**config.mk**
```make
export PLATFORM = sky130hd
export DESIGN_NAME = des_key_schedule
export DESIGN_NICKNAME = d
export VERILOG_FILES = /design/src/rtl/des_pkg.sv /design/src/rtl/des_pc1.sv /design/src/rtl/des_key_schedule.sv
export SDC_FILE = /design/constraint.sdc
export NUM_CORES = 1
export LEC_CHECK = 0
export CORE_UTILIZATION = 51
export DETAILED_ROUTE_END_ITERATION = 8
export MAX_ROUTING_LAYER = met4
export PLACE_DENSITY = 0.78
export SLEW_MARGIN = 20
export SYNTH_ARGS = -nofsm -noshare
export SYNTH_HDL_FRONTEND = slang
export SYNTH_HIERARCHICAL = 1
export SYNTH_SLANG_ARGS = --single-unit
```
**constraint.sdc**
```tcl
create_clock -name clk -period 2.72 [get_ports clk]
set_input_delay 0.544 -clock clk [delete_from_list [all_inputs] [get_ports clk]]
set_output_delay 0.544 -clock clk [all_outputs]
set_load 0.1 [all_outputs]
```
**src/rtl/des_pkg.sv**
```systemverilog
// DES key-schedule constants: PC-1 table, per-round shift amounts, FSM states, rotate helpers.
// Bit numbering throughout follows FIPS 46-3 (index i of a [N:1] vector = FIPS bit i).
package des_pkg;

  localparam int CD_W   = 28;
  localparam int ROUNDS = 16;

  // Source key bit for each CD bit 1..56 (C = 1..28, D = 29..56).
  localparam int PC1_TAB [56] = '{
    57, 49, 41, 33, 25, 17,  9,  1, 58, 50, 42, 34, 26, 18,
    10,  2, 59, 51, 43, 35, 27, 19, 11,  3, 60, 52, 44, 36,
    63, 55, 47, 39, 31, 23, 15,  7, 62, 54, 46, 38, 30, 22,
    14,  6, 61, 53, 45, 37, 29, 21, 13,  5, 28, 20, 12,  4
  };

  // Entry r-1 holds S[r]; the amounts sum to 28 so C16D16 == C0D0.
  localparam logic [1:0] SHIFT_TAB [16] = '{
    2'd1, 2'd1, 2'd2, 2'd2, 2'd2, 2'd2, 2'd2, 2'd2,
    2'd1, 2'd2, 2'd2, 2'd2, 2'd2, 2'd2, 2'd2, 2'd1
  };

  typedef enum logic {
    IDLE = 1'b0,
    RUN  = 1'b1
  } state_e;

  // FIPS left rotate: new bit i = old bit i+n, wrapping at 28.
  function automatic logic [CD_W:1] rot_l(input logic [CD_W:1] x, input logic [1:0] n);
    return (n == 2'd2) ? {x[2:1], x[CD_W:3]} : {x[1], x[CD_W:2]};
  endfunction

  function automatic logic [CD_W:1] rot_r(input logic [CD_W:1] x, input logic [1:0] n);
    return (n == 2'd2) ? {x[CD_W-2:1], x[CD_W:CD_W-1]} : {x[CD_W-1:1], x[CD_W]};
  endfunction

endpackage

```
**src/rtl/des_pc1.sv**
```systemverilog
// Combinational PC-1: 64-bit key (parity bits dropped) to 56-bit C0D0, both FIPS-indexed.
module des_pc1
  import des_pkg::*;
(
  input  logic [64:1] key,
  output logic [56:1] cd
);

  for (genvar i = 1; i <= 56; i++) begin : g_bit
    assign cd[i] = key[PC1_TAB[i-1]];
  end

  // Parity bits never reach the schedule.
  logic unused_parity;
  assign unused_parity = ^{key[64], key[56], key[48], key[40],
                           key[32], key[24], key[16], key[8]};

endmodule

```
**src/rtl/des_key_schedule.sv**
```systemverilog
// Sequential DES key schedule: one pre-PC2 round key {D,C} per valid/ready handshake,
// K1..K16 for encrypt or K16..K1 for decrypt; first key valid one cycle after start.
module des_key_schedule
  import des_pkg::*;
(
  input  logic        clk,
  input  logic        rst,
  input  logic [64:1] key_in,
  input  logic        decrypt,
  input  logic        start,
  input  logic        abort,
  output logic        busy,
  output logic        rk_valid,
  input  logic        rk_ready,
  output logic [56:1] round_key,
  output logic [3:0]  round_idx,
  output logic        done
);

  localparam logic [4:0] LAST_ROUND = 5'(ROUNDS);

  logic [56:1]   pc1_cd;
  state_e        state_q, state_d;
  logic [CD_W:1] c_q, c_d, d_q, d_d;
  logic [4:0]    idx_q, idx_d;
  logic          vld_q, vld_d;
  logic          busy_q, busy_d;
  logic          done_q, done_d;
  logic          dec_q, dec_d;
  logic [3:0]    sidx;
  logic [1:0]    amt;

  des_pc1 u_pc1 (
    .key (key_in),
    .cd  (pc1_cd)
  );

  always_comb begin
    state_d = state_q;
    c_d     = c_q;
    d_d     = d_q;
    idx_d   = idx_q;
    vld_d   = vld_q;
    busy_d  = busy_q;
    dec_d   = dec_q;
    done_d  = 1'b0;

    // Moving into round idx+1: encrypt uses S[idx+1], decrypt rotates back by S[17-idx].
    sidx = dec_q ? 4'(ROUNDS - int'(idx_q)) : idx_q[3:0];
    amt  = SHIFT_TAB[sidx];

    case (state_q)
      IDLE: begin
        if (start) begin
          state_d = RUN;
          dec_d   = decrypt;
          idx_d   = 5'd1;
          vld_d   = 1'b1;
          busy_d  = 1'b1;
          if (decrypt) begin
            c_d = pc1_cd[CD_W:1];
            d_d = pc1_cd[2*CD_W:CD_W+1];
          end else begin
            c_d = rot_l(pc1_cd[CD_W:1], SHIFT_TAB[0]);
            d_d = rot_l(pc1_cd[2*CD_W:CD_W+1], SHIFT_TAB[0]);
          end
        end
      end
      RUN: begin
        if (abort) begin
          state_d = IDLE;
          idx_d   = 5'd0;
          vld_d   = 1'b0;
          busy_d  = 1'b0;
        end else if (vld_q && rk_ready) begin
          if (idx_q == LAST_ROUND) begin
            state_d = IDLE;
            idx_d   = 5'd0;
            vld_d   = 1'b0;
            busy_d  = 1'b0;
            done_d  = 1'b1;
          end else begin
            idx_d = idx_q + 5'd1;
            c_d   = dec_q ? rot_r(c_q, amt) : rot_l(c_q, amt);
            d_d   = dec_q ? rot_r(d_q, amt) : rot_l(d_q, amt);
          end
        end
      end
      default: state_d = IDLE;
    endcase
  end

  always_ff @(posedge clk) begin
    if (rst) begin
      state_q <= IDLE;
      c_q     <= '0;
      d_q     <= '0;
      idx_q   <= '0;
      vld_q   <= 1'b0;
      busy_q  <= 1'b0;
      done_q  <= 1'b0;
      dec_q   <= 1'b0;
    end else begin
      state_q <= state_d;
      c_q     <= c_d;
      d_q     <= d_d;
      idx_q   <= idx_d;
      vld_q   <= vld_d;
      busy_q  <= busy_d;
      done_q  <= done_d;
      dec_q   <= dec_d;
    end
  end

  assign busy      = busy_q;
  assign rk_valid  = vld_q;
  assign round_key = {d_q, c_q};
  // The 4-bit port cannot hold 16; round 16 presents as 0 alongside rk_valid=1.
  assign round_idx = idx_q[3:0];
  assign done      = done_q;

endmodule

```
==> flow_metrics.tcl, run 1 <==
set metrics [dict create \
    r2r_start "idx_q[1]" \
    cts_hold_buffers 0 \
    finalSetupViolations 0 \
    p_sw_mw 1.38 \
    dp_cells 930 \
    r2r_cells 7 \
    rows 37 \
    core_sq_um 10500 \
    cp_max_fo 100 \
    worstPathRequired_ns 2.97 \
    nets 877 \
    power_density_nw_per_um2 512 \
    gp_congestion 0.865 \
    finalPower_mw 3.30 \
    postSynthAreaPerCell_sq_um 7.12 \
    fmax_mhz 391 \
    cts_tree "built" \
    antennaDiodeCount 0 \
    clk_latency_ns 0.35 \
    skew_ns 0.0159 \
    regArea_sq_um 1310 \
    fp.dieArea_sq_um 11400 \
    setup_tns_ns 0 \
    p_comb_share_pct 40.8 \
    p_leak_nw 2.77 \
    post-place-ws_ns 0.0621 \
    hold_path_class "flop to flop" \
    post_drt_wl_per_cell_microns 15.7 \
    antenna_left 0 \
    path_depth 7 \
    antenna_found_initial 0 \
    seq_power_share_pct 33.5 \
    relSlewSlack_pct 52.6 \
    drt-initial-drc-count 365 \
    slew_violations 0 \
    r2r-end "c_q[8]" \
    grt_overflow 0 \
    p_sw_share_pct 42.0 \
    finalCritPeriodShare_pct 94.0 \
    async_reset_ff_share_pct 0 \
    cts-root-buf "clkbuf_8" \
    grt_pass1_vias 5208 \
    viasPerCell 5.88 \
    drc_errors 0 \
    start_kind "flop" \
    critPathKind "flop to flop" \
    initial_core_util_pct 53.3 \
    cts.sinks 65 \
    die_height_microns 107 \
    holdPathStages 2 \
    synth.distinct_cells 43 \
    drt-pass1-iter-count 5 \
    path_cells "inv_1 -> ha_1 -> nand2b_1 -> xnor2_1 -> mux2_8 -> and3_1 -> o32ai_1" \
    htree_levels 3 \
    grt_max_degree 101 \
    arrival_ns 2.81 \
    portBuffers 124 \
    min_from "state_q" \
    syn_to_final_growth_pct 15.5 \
    utilization_pct 61.5 \
    multi_input_area_sq_um 3480 \
    drive_gt1_share_pct 13.0 \
    synth-edff-count 0 \
    grt_pass1_wl_mm 24.0 \
    post-cts-setup-buffers 0 \
    num_vias 5561 \
    grt_setup_unrepaired "false" \
    status "finished, final reports clean" \
    stdcell_count 946 \
    hold_end "done" \
    cap_viol_max_count 0 \
    yosysWarnings 6 \
    vdd_drop_max_mv 0.266 \
    internal_power_mw 1.91 \
    period_minus_slack_ns 2.56 \
    cp_num_buf_inv 1 \
    grt_usage_pct 26.4 \
    p_clk_share_pct 25.8 \
    drt_wl_total_mm 14.9 \
    die-width_microns 107 \
    cts_resized 0 \
    synth_nets 855 \
    post-dp-hpwl_mm 10.3 \
    pin_count 133 \
    path_clk_slew_ns 0.09 \
    synth_flop_cell "dfxtp_1" \
    cts_buffers 9 \
    syn_area_sq_um 5580 \
    yosysSeqAreaShare_pct 23.3 \
    cts.path.max_buffers 2 \
    crit_slowest_cell "mux2_8" \
    worst_pin_slew_ns 0.711 \
    slowest_delay_ns 0.59 \
    hold_viol_final 0 \
    synth_seq_cells 65 \
    fill_cells 989 \
    reg2reg_slack_ns 0.16 \
    worst_slack_ns 0.163 \
    syn_inst 783 \
    end_kind "flop" \
    crit_family "multiplexers" \
]
==> cell families (layout without fill, tap and decap cells) <==
kind of cell	count (synthesis)	after routing	synth area share, %
compound gates	148	148	17.8
xor+xnor	6	6	0.943
fa+ha+maj	2	2	0.449
buf+inv	141	168	14.8
flops	65	65	23.3
mux	65	65	11.8
simple gates	356	356	30.9
==> layer usage <==
metal	up-vias	track usage [%]	routed length, microns
met5	-	-	0
met4	0	10.3	227
met3	19	2.76	810
met2	203	41.4	7070
met1	2583	35.0	6760
li1	2756	-	-
==> metrics by stage <==
step | hold slack [ns] | instance area (sq um)
after floorplan | 0.535 | 5580
after global placement | 0.497 | 6230
after detailed placement | 0.515 | 6230
after CTS | 0.530 | 6430
after global routing | 0.560 | 6440
final | 0.533 | 6440
==> power groups by stage <==
stage,registers (mW),clock network [mW],logic [mW]
after floorplan,1.50,0,0.712
after global placement,1.12,0,1.31
after detailed placement,1.12,0,1.33
after CTS,1.10,0.859,1.34
after global routing,1.11,0.911,1.43
final,1.10,0.850,1.34
==> worst register-to-register path: stages, from the launching register on <==
cell      delay [ns]
dfxtp_1         0.42
inv_1           0.11
ha_1            0.29
nand2b_1        0.20
xnor2_1         0.29
mux2_8          0.59
and3_1          0.32
o32ai_1         0.24
==> cell usage in the layout, fill, tap and decap left out, drive strengths merged, types with 2 or more instances in the layout <==
cell,Yosys,layout
a21oi,63,63
a31oi,2,2
and2,2,2
and3,47,47
and4b,2,2
buf,85,82
clkbuf,45,11
clkdlybuf4s50,0,59
clkinv,0,3
dfxtp,65,65
ha,2,2
inv,11,11
mux2i,64,64
nand2,116,116
nand2b,54,54
nand4,2,2
nor2,60,60
nor2b,4,4
nor3,61,61
nor4,2,2
o21ai,16,16
o22ai,8,8
o32a,2,2
o32ai,50,50
xnor2,5,5
==> how the worst max path moves through the flow <==
stage	startpoint	end
after global routing	idx_q[1]	d_q[7]
after global placement	abort	d_q[10]
after CTS	idx_q[1]	d_q[21]
final	idx_q[1]	c_q[8]
after detailed placement	abort	d_q[6]
after floorplan	busy	c_q[12]
==> registers in the layout, summed over array words and instances, names as in the netlist <==
name / flops
busy: 1
idx_q: 5
d_q: 28
c_q: 28
done: 1
state_q: 1
dec_q: 1
==> synthesized netlist by cell type (2+ instances only) <==
library cell,number,share of area [%]
o21ai_0,16,1.4
a21oi_1,63,5.7
nand2b_1,54,6.1
mux2i_1,64,11
nand4_1,2,0.22
nor2_1,60,4.0
and2_1,2,0.22
and4b_1,2,0.36
o32ai_1,48,7.5
xnor2_1,5,0.79
clkbuf_1,44,3.0
nor4_1,2,0.22
o22ai_1,8,0.90
buf_2,7,0.63
nand2_1,116,7.8
o32a_1,2,0.36
buf_4,62,8.3
and3_1,47,5.3
nor3_1,61,5.5
o32ai_2,2,0.58
inv_1,11,0.74
a31oi_1,2,0.22
ha_1,2,0.45
buf_6,7,1.4
nor2b_1,4,0.45
dfxtp_1,65,23
buf_1,9,0.61
==> final cells by class <==
cell class,instances,share of cell area [%]
clock inverter,5,0.875
sequential,65,20.3
inverter,11,0.641
timing repair buffer,141,19.3
multi-input combinational,577,54.1
clock buffer,11,2.20
tap,136,2.64
Note: power is estimated with default switching activity, not from simulation.
==> run 2: changes to the inputs <==
--- a/config.mk
+++ b/config.mk
@@ -6,6 +6,7 @@
 export NUM_CORES = 1
 export LEC_CHECK = 0
 export CORE_UTILIZATION = 51
+export CTS_BUF_LIST = sky130_fd_sc_hd__clkbuf_16
 export DETAILED_ROUTE_END_ITERATION = 8
 export MAX_ROUTING_LAYER = met4
 export PLACE_DENSITY = 0.78
==> flow_metrics.tcl, run 2 (synthesized netlist as in run 1, its figures left out) <==
set metrics [dict create \
    status "finished, final reports clean" \
    r2r-end "c_q[8]" \
    hold_path_class "flop to flop" \
    cp_max_fo 100 \
    drt_wl_total_mm 15.0 \
    cap_viol_max_count 0 \
    start_kind "flop" \
    reg2reg_slack_ns 0.14 \
    stdcell_count 946 \
    antenna_found_initial 0 \
    htree_levels 3 \
    fmax_mhz 387 \
    r2r_cells 7 \
    fp.dieArea_sq_um 11400 \
    cts-root-buf "clkbuf_16" \
    cts.path.max_buffers 2 \
    path_clk_slew_ns 0.06 \
    power_density_nw_per_um2 552 \
    worst_pin_slew_ns 0.718 \
    cts_buffers 9 \
    grt_max_degree 101 \
    p_sw_share_pct 39.8 \
    grtUsageMet3_pct 3.92 \
    vdd_drop_max_mv 0.299 \
    startpoint "idx_q[1]" \
    relSlewSlack_pct 52.1 \
    dp_cells 930 \
    critPathKind "flop to flop" \
    finalPower_mw 3.60 \
    cts_tree "built" \
    p_sw_mw 1.43 \
    slowest_delay_ns 0.60 \
    setup_tns_ns 0 \
    post-cts-setup-buffers 0 \
    worstPathRequired_ns 2.96 \
    antennaDiodeCount 0 \
    hold_end "done" \
    num_vias 5606 \
    portBuffers 124 \
    min_from "state_q" \
    drc_errors 0 \
    post_drt_wl_per_cell_microns 15.9 \
    cts.sinks 65 \
    use_met2_pct 42.3 \
    crit_slowest_cell "mux2_8" \
    holdPathStages 2 \
    gr-max-usage-layer "met2" \
    syn_to_final_growth_pct 17.1 \
    p_clk_share_pct 31.9 \
    skew_ns 0.00756 \
    drt-initial-drc-count 415 \
    layout_common_cells "nand2_1, buf_4, mux2i_1" \
    arrival_ns 2.82 \
    p_comb_share_pct 37.4 \
    utilization_pct 62.4 \
    drive_gt1_share_pct 12.8 \
    reg_top3 "c_q: 28 flops, d_q: 28 flops, idx_q: 5 flops" \
    final_common_cell "nand2_1" \
    cts_resized 0 \
    die-width_microns 107 \
    slew_violations 0 \
    finalSetupViolations 0 \
    viasPerCell 5.93 \
    gp_congestion 0.865 \
    initial_core_util_pct 53.3 \
    pin_count 133 \
    grt_pass1_wl_mm 24.3 \
    fill_cells 976 \
    met1_usage_pct 35.1 \
    cp_num_buf_inv 1 \
    drt-pass1-iter-count 6 \
    seq_power_share_pct 30.7 \
    clk_latency_ns 0.34 \
    period_minus_slack_ns 2.58 \
    antenna_left 0 \
    grt_overflow 0 \
    p_leak_nw 2.81 \
    cts_hold_buffers 0 \
    path_cells "inv_1 -> ha_1 -> nand2b_1 -> xnor2_1 -> mux2_8 -> and3_1 -> o32ai_1" \
    internal_power_mw 2.17 \
    end_kind "flop" \
    post-dp-hpwl_mm 10.3 \
    grt_pass1_vias 5235 \
    r2r_start "idx_q[1]" \
    rows 37 \
    finalCritPeriodShare_pct 94.9 \
    core_sq_um 10500 \
    die_height_microns 107 \
    hold_viol_final 0 \
    grt_usage_pct 26.9 \
    crit_family "multiplexers" \
    grt_setup_unrepaired "false" \
    nets 877 \
]
## run 2: cell types whose count changed in the layout (fill, tap and decap cells not counted), sizes merged
cell    before  now
clkbuf      11    9
clkinv       3    4
inv         11   12
## run 2: worst max path at each step
stage,end,slack (ns),cells past startpoint
6_report,c_q[8],0.14,7
5_1_grt,d_q[7],0.03,7
4_1_cts,c_q[8],0.10,7
3_5_place_dp,d_q[6],0.06,5
3_3_place_gp,d_q[10],0.14,5
2_1_floorplan,c_q[12],0.32,5
## run 2: layout make-up
type,count,area (sq um),area share [%]
clock buffers,9,225,3.45
clock inverters,7,63.8,0.977
inverters,11,41.3,0.632
multi-input cells,577,3480,53.3
flip-flops and latches,65,1310,20.0
well taps,136,170,2.61
repair buffers,141,1240,19.0
## run 2: per-stage QoR
stage	hold slack (ns)	cell area, sq um	worst slack, ns
global placement	0.497	6230	0.137
finish	0.532	6530	0.139
detailed placement	0.515	6230	0.0621
CTS	0.527	6520	0.102
global route	0.555	6530	0.0286
floorplan	0.535	5580	0.317
## run 2: layer usage
metal  vias up  routed length (microns)
met1      2598                     6750
met2       231                     7100
met3        18                      977
met4         0                      218
li1       2759                        -
met5         -                        0
## run 2: power groups by stage
| stage | clock network, mW | logic (mW) | registers, mW |
|---|---|---|---|
| 2_1_floorplan | 0 | 0.712 | 1.50 |
| 5_1_grt | 1.21 | 1.43 | 1.11 |
| 6_report | 1.15 | 1.35 | 1.11 |
| 3_3_place_gp | 0 | 1.31 | 1.12 |
| 4_1_cts | 1.16 | 1.34 | 1.10 |
| 3_5_place_dp | 0 | 1.33 | 1.12 |
## run 2: worst min-delay path, stage by stage (launching register included)
cell      delay (ns)
dfxtp_2         0.34
nand2b_1        0.09
nor4_1          0.06
